### config.mk
export PLATFORM = sky130hd
export DESIGN_NAME = mac_accumulator
export DESIGN_NICKNAME = d
export VERILOG_FILES = /design/src/rtl/mac_pkg.sv /design/src/rtl/wallace_tree_multiplier.sv /design/src/rtl/mac_accumulator.sv
export SDC_FILE = /design/constraint.sdc
export NUM_CORES = 1
export LEC_CHECK = 0
export CAP_MARGIN = 10
export CORE_MARGIN = 3
export CORE_UTILIZATION = 35
export CTS_CLUSTER_DIAMETER = 120
export CTS_CLUSTER_SIZE = 30
export DETAILED_ROUTE_END_ITERATION = 10
export PLACE_DENSITY = 0.63
export SLEW_MARGIN = 10
export SYNTH_ARGS = -nofsm -noshare
export SYNTH_HDL_FRONTEND = slang
export SYNTH_SLANG_ARGS = --single-unit
### constraint.sdc
create_clock -name clk -period 3.21 [get_ports clk]
set_clock_uncertainty 0.15 [all_clocks]
set_input_delay 0.642 -clock clk [delete_from_list [all_inputs] [get_ports clk]]
set_output_delay 0.642 -clock clk [all_outputs]
set_load 0.01 [all_outputs]
### src/rtl/mac_pkg.sv
// Shared types and constants for the MAC accumulator datapath.
package mac_pkg;

   localparam int unsigned OP_W   = 4;
   localparam int unsigned PROD_W = 8;

   typedef enum logic [1:0] {
      IDLE  = 2'd0,
      RUN   = 2'd1,
      DRAIN = 2'd2,
      DONE  = 2'd3
   } mac_state_t;

endpackage

### src/rtl/wallace_tree_multiplier.sv
// 4x4 multiplier, signed A by unsigned B, 8-bit product. Partial products are
// reduced with two carry-save layers and one final carry-propagate add.
module wallace_tree_multiplier
   import mac_pkg::*;
(
   input  logic [OP_W-1:0]   a,
   input  logic [OP_W-1:0]   b,
   output logic [PROD_W-1:0] z
);

   logic [PROD_W-1:0] a_ext;
   logic [PROD_W-1:0] pp [OP_W];
   logic [PROD_W-1:0] s1, c1, s2, c2;

   always_comb begin
      a_ext = {{(PROD_W-OP_W){a[OP_W-1]}}, a};
      for (int unsigned i = 0; i < OP_W; i++) begin
         pp[i] = b[i] ? (a_ext << i) : '0;
      end
      // Mod-2^8 arithmetic keeps the sign-extended rows exact for the product range.
      s1 = pp[0] ^ pp[1] ^ pp[2];
      c1 = ((pp[0] & pp[1]) | (pp[0] & pp[2]) | (pp[1] & pp[2])) << 1;
      s2 = s1 ^ c1 ^ pp[3];
      c2 = ((s1 & c1) | (s1 & pp[3]) | (c1 & pp[3])) << 1;
      z  = s2 + c2;
   end

endmodule

### src/rtl/mac_accumulator.sv
// Burst multiply-accumulate stage with a registered product and valid/ready ports.
// Define MAC_SAT_EN to saturate each addition and report clamping on ovf.
module mac_accumulator
   import mac_pkg::*;
#(
   parameter int unsigned ACC_W = 12,
   parameter int unsigned LEN_W = 4
) (
   input  logic             clk,
   input  logic             rst_n,
   input  logic             start,
   input  logic [LEN_W-1:0] len,
   input  logic             in_valid,
   output logic             in_ready,
   input  logic [OP_W-1:0]  a,
   input  logic [OP_W-1:0]  b,
   output logic             out_valid,
   input  logic             out_ready,
   output logic [ACC_W-1:0] acc_out,
   output logic             busy,
   output logic             ovf
);

   mac_state_t        state_q, state_d;
   logic [LEN_W-1:0]  rem_q, rem_d;
   logic [ACC_W-1:0]  acc_q, acc_d;
   logic [PROD_W-1:0] p_q, p_d;
   logic              p_v_q, p_v_d;
   logic [PROD_W-1:0] prod;
   logic [ACC_W-1:0]  p_ext;
   logic              hs;

`ifdef MAC_SAT_EN
   localparam logic [ACC_W-1:0] SAT_MAX = {1'b0, {(ACC_W-1){1'b1}}};
   localparam logic [ACC_W-1:0] SAT_MIN = ~SAT_MAX;
   logic              ovf_q, ovf_d;
   logic [ACC_W:0]    sum_w;
`endif

   wallace_tree_multiplier u_mul (
      .a (a),
      .b (b),
      .z (prod)
   );

   assign in_ready  = (state_q == RUN);
   assign out_valid = (state_q == DONE);
   assign busy      = (state_q != IDLE);
   assign acc_out   = acc_q;
   assign hs        = in_valid && in_ready;
`ifdef MAC_SAT_EN
   assign ovf       = ovf_q;
`else
   assign ovf       = 1'b0;
`endif

   always_comb begin
      state_d = state_q;
      rem_d   = rem_q;
      acc_d   = acc_q;
      p_d     = p_q;
      p_v_d   = 1'b0;
      p_ext   = ACC_W'($signed(p_q));
`ifdef MAC_SAT_EN
      ovf_d   = ovf_q;
      sum_w   = {acc_q[ACC_W-1], acc_q} + {p_ext[ACC_W-1], p_ext};
`endif

      if (p_v_q) begin
`ifdef MAC_SAT_EN
         if (sum_w[ACC_W] != sum_w[ACC_W-1]) begin
            acc_d = sum_w[ACC_W] ? SAT_MIN : SAT_MAX;
            ovf_d = 1'b1;
         end else begin
            acc_d = sum_w[ACC_W-1:0];
         end
`else
         acc_d = acc_q + p_ext;
`endif
      end

      unique case (state_q)
         IDLE: begin
            if (start) begin
               acc_d = '0;
`ifdef MAC_SAT_EN
               ovf_d = 1'b0;
`endif
               if (len != '0) begin
                  rem_d   = len;
                  state_d = RUN;
               end else begin
                  state_d = DONE;
               end
            end
         end
         RUN: begin
            if (hs) begin
               p_d   = prod;
               p_v_d = 1'b1;
               rem_d = rem_q - LEN_W'(1);
               if (rem_q == LEN_W'(1)) state_d = DRAIN;
            end
         end
         DRAIN: state_d = DONE;
         DONE: begin
            if (out_ready) state_d = IDLE;
         end
         default: state_d = IDLE;
      endcase
   end

   always_ff @(posedge clk) begin
      if (!rst_n) begin
         state_q <= IDLE;
         rem_q   <= '0;
         acc_q   <= '0;
         p_q     <= '0;
         p_v_q   <= 1'b0;
`ifdef MAC_SAT_EN
         ovf_q   <= 1'b0;
`endif
      end else begin
         state_q <= state_d;
         rem_q   <= rem_d;
         acc_q   <= acc_d;
         p_q     <= p_d;
         p_v_q   <= p_v_d;
`ifdef MAC_SAT_EN
         ovf_q   <= ovf_d;
`endif
      end
   end

endmodule
; Word-level counts from Yosys, hierarchy flattened
; Index checks and enable logic that the tools add are counted.
[word_totals]
reg_bits = 27
input_bits = 17
[classes]
n_addsub = 3
n_eq_ne = 9
muxes = 18
bitwise = 14
n_reduce_logical = 9
[op_table]
columns = cell, count
row1 = $and A7 B7 Y7, 6
row2 = $mux W12, 3
row3 = $mux W8, 4
row4 = $xor A8 B8 Y8, 4
row5 = $or A7 B7 Y7, 4
row6 = $add A12 B12 Y12, 1
row7 = $mux W4, 3
row8 = $mux W2, 5
row9 = $add A8 B8 Y8, 1
row10 = $pmux W2 S4, 1
row11 = $pmux W4 S2, 1
row12 = $reduce_and A4 Y1, 2
row13 = $ne A2 B1 Y1 const B, 3
row14 = $eq A2 B2 Y1 const B, 2
row15 = $eq A4 B1 Y1 const B, 1
row16 = $ne A2 B2 Y1 const B, 2
row17 = $reduce_and A2 Y1, 2
row18 = $reduce_bool A2 Y1, 2
row19 = $reduce_bool A4 Y1, 1
row20 = $sub A4 B1 Y4 const B, 1
row21 = $eq A2 B1 Y1 const B, 1
row22 = $logic_not A2 Y1, 1
row23 = $logic_and A1 B1 Y1, 1
row24 = $mux W1, 1

; Longest topological paths before layout
; Gate-level depths: netlist of the first run.
[depth]
depth_word = 8
depth_mapped = 12
depth_no_buf = 12

; Hierarchy
; From an unflattened synthesis of the first run, not the netlist that was laid out.
[unflattened]
hier_cells = 266
hier_area_um2 = 2202.1
[modules_own_cells]
columns = module, instances, cells_per_inst, area_each_um2, seq_area_each_um2
row1 = mac_accumulator, 1, 209, 1727.9, 540.5
row2 = wallace_tree_multiplier, 1, 57, 474.2, 0.0

; Least setup slack after synthesis of the first run
; Ideal clock, no wire load.
[synth_timing]
path_type = input -> register
startpoint = input b[0]
endpoint = register p_q[7]
t_arrival_ns = 2.891
required_time_ns = 2.974
slack_ns = 0.084
stages = 10
path_cell_list = and2_1 -> inv_1 -> fa_1 -> fa_1 -> inv_1 -> ha_1 -> a21o_1 -> a21oi_1 -> xnor2_1 -> a211oi_1
[synth_via]
elab_chain_cells = 8
[synth_lines]
columns = item, line
row1 = "start, declared", mac_accumulator.sv:16  ; input logic [OP_W-1:0] b,
row2 = $mux W8 (*), wallace_tree_multiplier.sv:18  ; pp[i] = b[i] ? (a_ext << i) : '0;
row3 = $and A7 B7 Y7, wallace_tree_multiplier.sv:22  ; c1 = ((pp[0] & pp[1]) | (pp[0] & pp[2]) | (pp[1] & pp[2])) << 1;
row4 = $or A7 B7 Y7 (2 in a row), wallace_tree_multiplier.sv:22
row5 = $and A7 B7 Y7, wallace_tree_multiplier.sv:24  ; c2 = ((s1 & c1) | (s1 & pp[3]) | (c1 & pp[3])) << 1;
row6 = $or A7 B7 Y7 (2 in a row), wallace_tree_multiplier.sv:24
row7 = $add A8 B8 Y8 (*), wallace_tree_multiplier.sv:25  ; z = s2 + c2;
row8 = "end signal, assigned", mac_accumulator.sv:127  ; p_q <= p_d;
row9 = "end, declared", mac_accumulator.sv:27  ; logic [PROD_W-1:0] p_q, p_d;
; Mark *: on every way between the ends. The rest lies on a longest branch, timed or not.
; A chain may end at the register's enable or synchronous reset.

; Final worst setup path of the first run
[layout_timing]
startpoint = input b[1]
endpoint = register p_q[7]
; Same word-level chain as after synthesis.

==> run_results.csv, run 1 <==
group,metric,value,unit
worst_setup_path,required,3.25,ns
synth,async_flop_share,0,%
route,avgViaCountPerCell,4.89,
route,drc,0,
synth,synthMuxAreaShare,3.31,%
worst_setup_path,cp_max_fo,4,
final_layout,finalInstanceArea,2680,um^2
route,drt-total-wl,4.22,mm
placement,pre_cts_ws,-0.507,ns
sta,fin_crit_sh,96.6,%
pwr,vdd_drop_max,0.192,mV
synth,synth_top_family_by_area,"adder cells",
sta,slew_headroom,57.0,%
synth,synthesis.area,2120,um^2
synth,synth-simple-area-share,18.2,%
worst_setup_path,critical_path_arrival,3.14,ns
clock_tree,post_cts_buffers,0,
floorplan,dieHeight,83.8,um
route,drtPass1Iterations,4,
worst_setup_path,critPathTopFamily,"adder cells",
global_route,grt_pass1_vias,1744,
clock_tree,clk_path_buf_depth,2,
final_layout,finalCoreUtilization,47.1,%
synth,synth_adder_area_share,22.3,%
worst_setup_path,start_kind,"primary input",
final_layout,nNetsFinal,347,
final_layout,stdcell_count,368,
route,routedWlPerCell,11.5,um
pwr,leakage,1.20,nW
sta,finalMaxSlewViolations,0,
placement,place_hpwl,3.44,mm
synth,ys_seq_elements,27,
worst_setup_path,cp_slowest_cell,"fa_1",
synth,seq_area_frac_synth,25.5,%
global_route,antenna_found_initial,0,
synth,syn-instance-count,253,
worst_setup_path,cp-end-kind,"flop",
synth,synth_compound_area_share,19.1,%
worst_setup_path,crit_path_max_incr_delay,0.55,ns
pwr,p_per_area,460,nW/um^2
synth,yosysWarningCount,0,
global_route,grt_max_degree,16,
global_route,grt_pass1_wl,7.49,mm
synth,syn-mean-instance-area,8.38,um^2
final_layout,drive_above_1_share,12.5,%
floorplan,initial_core_util,37.3,%
worst_setup_path,cpMostUsedCell,"fa_2",
global_route,grt_overflow,0,
final_layout,nFillCells,570,
synth,synth-main-ff-cell,"dfxtp_1",
sta,final-hold-violation-count,0,
floorplan,die-width,83.8,um
sta,fin_crit,3.10,ns
sta,worst_pin_slew,0.644,ns
clock_tree,cts.sinks,27,
synth,synth_xor_area_share,6.61,%
clock_tree,root_buffer,"clkbuf_8",
run_status,status,"complete, no violations",
sta,grt_setup_unrepaired,"no",
worst_setup_path,reg2reg_slack,0.97,ns
final_layout,multi_input_area,1520,um^2
placement,dp_cells,364,
global_route,grtUsageTotal,12.5,%
clock_tree,hold_buffers,0,
sta,fin_setup_tns,0,ns
final_layout,num_antenna_cells,0,
floorplan,ios,33,
sta,fin_ws,0.109,ns
clock_tree,numCtsBuffers,3,
worst_setup_path,path_class,"in -> reg",
synth,syn_nets,303,
clock_tree,cts_tree,"done",
clock_tree,htreeDepth,1,
final_layout,final_common_cell,"nand2_1",
hold_path,min_path_type,"reg -> reg",
placement,dpl-instance-area,2590,um^2
synth,yosysTopAreaCell,"dfxtp_1",
synth,synth_cell_type_count,42,
floorplan,coreArea,5680,um^2
final_layout,mostFrequentLayoutCells,"28 x nand2_1, 27 x dfxtp_1, 26 x nor2_1",
worst_setup_path,crit_buf_inv,3,
floorplan,num_rows,27,
final_layout,area_growth,26.2,%
job,cap_violations,0,
sta,fmax,322,MHz
placement,io_buffers,31,
synth,synth_edf_count,0,
worst_setup_path,path_cells,"dlygate4sd2_1 -> and2_4 -> fa_2 -> fa_1 -> ha_2 -> inv_2 -> fa_2 -> inv_1 -> a21o_1 -> a21oi_2 -> xnor2_1 -> a211oi_1",
placement,gp_congestion,0.793,
clock_tree,path_clk_slew,0.09,ns
floorplan,dieArea,7030,um^2
synth,yosys-top-cells-area,"dfxtp_1 26%, ha_1 15%, fa_1 7.6%",
final_layout,regArea,541,um^2
route,postRouteAntennaNets,0,
route,drt_iter0_markers,59,
sta,finalSetupViolations,0,
synth,post-synth-top-area-fraction,25.5,%
clock_tree,insertion_delay,0.27,ns
route,vias,1799,
==> power by group <==
| group | internal (mW) | switching (mW) | leakage (nW) |
|---|---|---|---|
| Clock | 0.0888 | 0.103 | 0.0228 |
| Sequential | 0.386 | 0.0502 | 0.219 |
| Combinational | 0.286 | 0.316 | 0.955 |
==> repair_timing <==
action | CTS | global route
pin swaps | 3 | 8
setup endpoints to repair | 3 | 3
gates resized for setup | 12 | 10
hold endpoints to repair | 0 | 0
cloned | 0 | 0
==> worst min-delay path: stages, from the launching register on <==
cell and delay (ns):
dfxtp_1 0.33, nand2_1 0.06, a21oi_1 0.05
==> cells in the mapped netlist, types with 2 or more instances <==
library cell and n:
a211oi_1 6, a21o_1 4, a21oi_1 20, and2_1 12
and3_1 2, buf_4 3, clkbuf_1 2, dfxtp_1 27
fa_1 8, ha_1 25, inv_1 18, mux2i_1 7
nand2_1 29, nand2b_1 3, nand3_1 5, nor2_1 26
nor3b_1 2, o211ai_2 2, o21a_1 3, o21ai_0 12
o21ai_1 2, xnor2_1 11, xor2_1 5
==> path summary, 6_finish.rpt <==
kind | start | endpoint | cells past startpoint
setup reg to reg | acc_out[0] | acc_out[8] | 8
hold / removal | p_q[0] | p_q[0] | 2
hold reg to reg | p_q[0] | p_q[0] | 2
setup / recovery | b[1] | p_q[7] | 12
==> logic make-up after synthesis <==
| family | Yosys count |
|---|---|
| and+or+nand+nor | 84 |
| AOI/OAI and AO/OA | 61 |
| adders and majority gates | 33 |
| DFF | 27 |
| buffers and inverters | 24 |
| xor gates and xnor gates | 16 |
| muxes | 7 |
| other | 1 |
==> area by class of cell <==
type                    instances  share of cell area [%]
repair buffers                 44                    15.3
inverters                      19                    2.67
multi-input cells             202                    56.7
well taps                      72                    3.37
clock buffers                   4                    1.68
flip-flops and latches         27                    20.2
==> registers in the layout (all words and copies together), names as in the netlist <==
| name | flops |
|---|---|
| acc_out | 12 |
| p_q | 8 |
| p_v_q | 1 |
| rem_q | 4 |
| state_q | 2 |
==> through the flow <==
step                      power [mW]  hold slack [ns]
after global routing            1.35            0.352
final                           1.23            0.320
after CTS                       1.24            0.326
after detailed placement        1.04            0.313
after global placement          1.03            0.296
after floorplan                0.865            0.286
==> routing by layer <==
layer / track usage, % / share of wire [%] / up-vias
li1: - / - / 954
met1: 15.7 / 46 / 816
met2: 22.1 / 50 / 27
met3: 1.58 / 3.5 / 2
met4: 3.95 / 0.85 / 0
met5: 0 / 0 / -
No activity file was read; power rests on OpenSTA's default activity.
==> inputs of run 2 (changes only) <==
--- a/config.mk
+++ b/config.mk
@@ -5,6 +5,7 @@
 export SDC_FILE = /design/constraint.sdc
 export NUM_CORES = 1
 export LEC_CHECK = 0
+export ABC_CLOCK_PERIOD_IN_PS = 3210
 export CAP_MARGIN = 10
 export CORE_MARGIN = 3
 export CORE_UTILIZATION = 35
==> results of run 2 <==
No change in the layout: final DEF, timing and power equal those of run 1.
==> inputs of run 3 (changes only) <==
--- a/config.mk
+++ b/config.mk
@@ -7,6 +7,7 @@
 export LEC_CHECK = 0
 export ABC_CLOCK_PERIOD_IN_PS = 3210
 export CAP_MARGIN = 10
+export CORE_ASPECT_RATIO = 2
 export CORE_MARGIN = 3
 export CORE_UTILIZATION = 35
 export CTS_CLUSTER_DIAMETER = 120
==> run_results.csv, run 3 (synthesis results as in run 1) <==
group,metric,value,unit
clock_tree,htreeDepth,1,
floorplan,num_rows,39,
route,avgViaCountPerCell,5.20,
pwr,internal_power,0.846,mW
clock_tree,cts_tree,"done",
floorplan,die-width,61.0,um
final_layout,mostFrequentLayoutCells,"27 x dfxtp_1, 26 x nor2_1, 25 x nand2_1",
sta,fin_ws,0.172,ns
hold_path,hold_end,"p_q[5]",
worst_setup_path,r2r_start,"acc_out[0]",
worst_setup_path,start_kind,"primary input",
floorplan,dieArea,7080,um^2
route,postRouteAntennaNets,0,
pwr,p_clk_share,21.2,%
pwr,vdd_drop_max,0.233,mV
final_layout,num_antenna_cells,0,
global_route,grt_overflow,0,
clock_tree,hold_buffers,0,
sta,fin_crit,3.04,ns
route,drt-total-wl,4.68,mm
global_route,grt_max_degree,16,
floorplan,coreArea,5810,um^2
placement,place_hpwl,3.85,mm
sta,fin_crit_sh,94.6,%
pwr,sequentialPowerShare,32.3,%
sta,fmax,329,MHz
sta,slew_headroom,57.8,%
worst_setup_path,path_class,"in -> reg",
floorplan,initial_core_util,36.5,%
final_layout,largest_reg_flops,12,
final_layout,final_common_cell,"dfxtp_1",
floorplan,dieHeight,116,um
worst_setup_path,timing.rr.end,"acc_out[8]",
placement,io_buffers,31,
placement,gp_congestion,0.820,
worst_setup_path,cp-end-kind,"flop",
pwr,leakage,1.22,nW
clock_tree,root_buffer,"clkbuf_16",
sta,grt_setup_unrepaired,"no",
job,cap_violations,0,
worst_setup_path,cp_max_fo,3,
route,routedWlPerCell,13.1,um
hold_path,hold_depth,2,
global_route,grtUsageTotal,14.3,%
route,drtPass1Iterations,6,
final_layout,nNetsFinal,348,
hold_path,min_path_type,"reg -> reg",
clock_tree,numCtsBuffers,3,
global_route,antenna_found_initial,0,
run_status,status,"complete, no violations",
sta,final-hold-violation-count,0,
clock_tree,insertion_delay,0.26,ns
worst_setup_path,worst_r2r_path_depth,8,
worst_setup_path,required,3.22,ns
floorplan,ios,33,
route,drc,0,
clock_tree,path_clk_slew,0.07,ns
sta,hold_ws,0.308,ns
hold_path,hp-start,"p_q[5]",
sta,finalSetupViolations,0,
route,drt_iter0_markers,41,
worst_setup_path,critical_path_arrival,3.04,ns
clock_tree,clk_path_buf_depth,2,
final_layout,area_growth,29.3,%
sta,finalMaxSlewViolations,0,
sta,worst_pin_slew,0.633,ns
global_route,grt_pass1_wl,7.96,mm
pwr,power.share.switching,37.3,%
pwr,p_sw,0.503,mW
global_route,grt_pass1_vias,1899,
pwr,p_per_area,493,nW/um^2
route,vias,1860,
final_layout,drive_above_1_share,14.8,%
clock_tree,cts.sinks,27,
placement,pre_cts_ws,-0.498,ns
pwr,combPwrFrac,46.5,%
worst_setup_path,reg2reg_slack,0.95,ns
[run 3: cell count changes in the layout (fill, tap and decap cells not counted), moves of 2 or more]
cell and delta:
clkbuf_8 -3, dlygate4sd2_1 +2, clkbuf_16 +3, dlymetal6s2s_1 -2
nand2_2 +3, xnor2_1 -2, nand2_1 -3, xnor2_2 +2
[run 3: critical path, stage by stage]
cell and delay, ns:
dlygate4sd2_1 0.24, and2_4 0.16, buf_4 0.13, ha_4 0.23, xnor2_2 0.16, fa_1 0.46, ha_1 0.31, a21o_1 0.20
a21oi_2 0.12, xor2_1 0.14, o21ai_0 0.08, and2_1 0.17
[run 3: layout make-up]
cell class                      instances  area [um^2]
Tap cell                               61         76.3
Multi-Input combinational cell        202         1560
Sequential cell                        27          541
Timing Repair Buffer                   45          415
Inverter                               19         71.3
Clock buffer                            3         75.1
Fill cell                             588         3070
Clock inverter                          1         5.00
[run 3: what timing repair did]
action,in CTS,in global routing
pin swaps,11,3
resized for setup,23,4
setup endpoints to repair,3,1
setup buffers,1,0
[run 3: how the worst max path moves through the flow]
stage / from / end / slack, ns / cells past startpoint
floorplan: b[0] / p_q[7] / 0.08 / 10
global placement: b[0] / p_q[7] / -0.46 / 11
detailed placement: b[0] / p_q[7] / -0.50 / 11
CTS: a[0] / p_q[7] / 0.02 / 12
global route: b[2] / p_q[7] / 0.01 / 12
finish: a[3] / p_q[6] / 0.17 / 12
[run 3: metrics by stage]
step / util (%) / instances / TNS (ns) / power [mW] / instance area, um^2
2_1_floorplan: - / 253 / 0 / 0.865 / 2120
3_3_place_gp: 44.3 / 353 / -1.27 / 1.03 / 2570
3_5_place_dp: 44.3 / 353 / -1.47 / 1.05 / 2570
4_1_cts: 47.0 / 358 / 0 / 1.36 / 2730
5_1_grt: 47.2 / 358 / 0 / 1.47 / 2740
6_report: 47.2 / 358 / 0 / 1.35 / 2740
[run 3: power groups by stage]
stage,logic (mW),clock network [mW],registers [mW]
floorplan,0.438,0,0.428
global placement,0.587,0,0.443
detailed placement,0.611,0,0.444
finish,0.627,0.286,0.436
global route,0.717,0.303,0.446
CTS,0.632,0.293,0.437
[run 3: routing by layer]
layer	vias up	wire (um)	GRT usage (%)
met2	27	2830	27.9
met1	866	1650	14.0
met5	-	0	0
met3	10	60	1.11
met4	0	141	7.09
li1	957	-	-
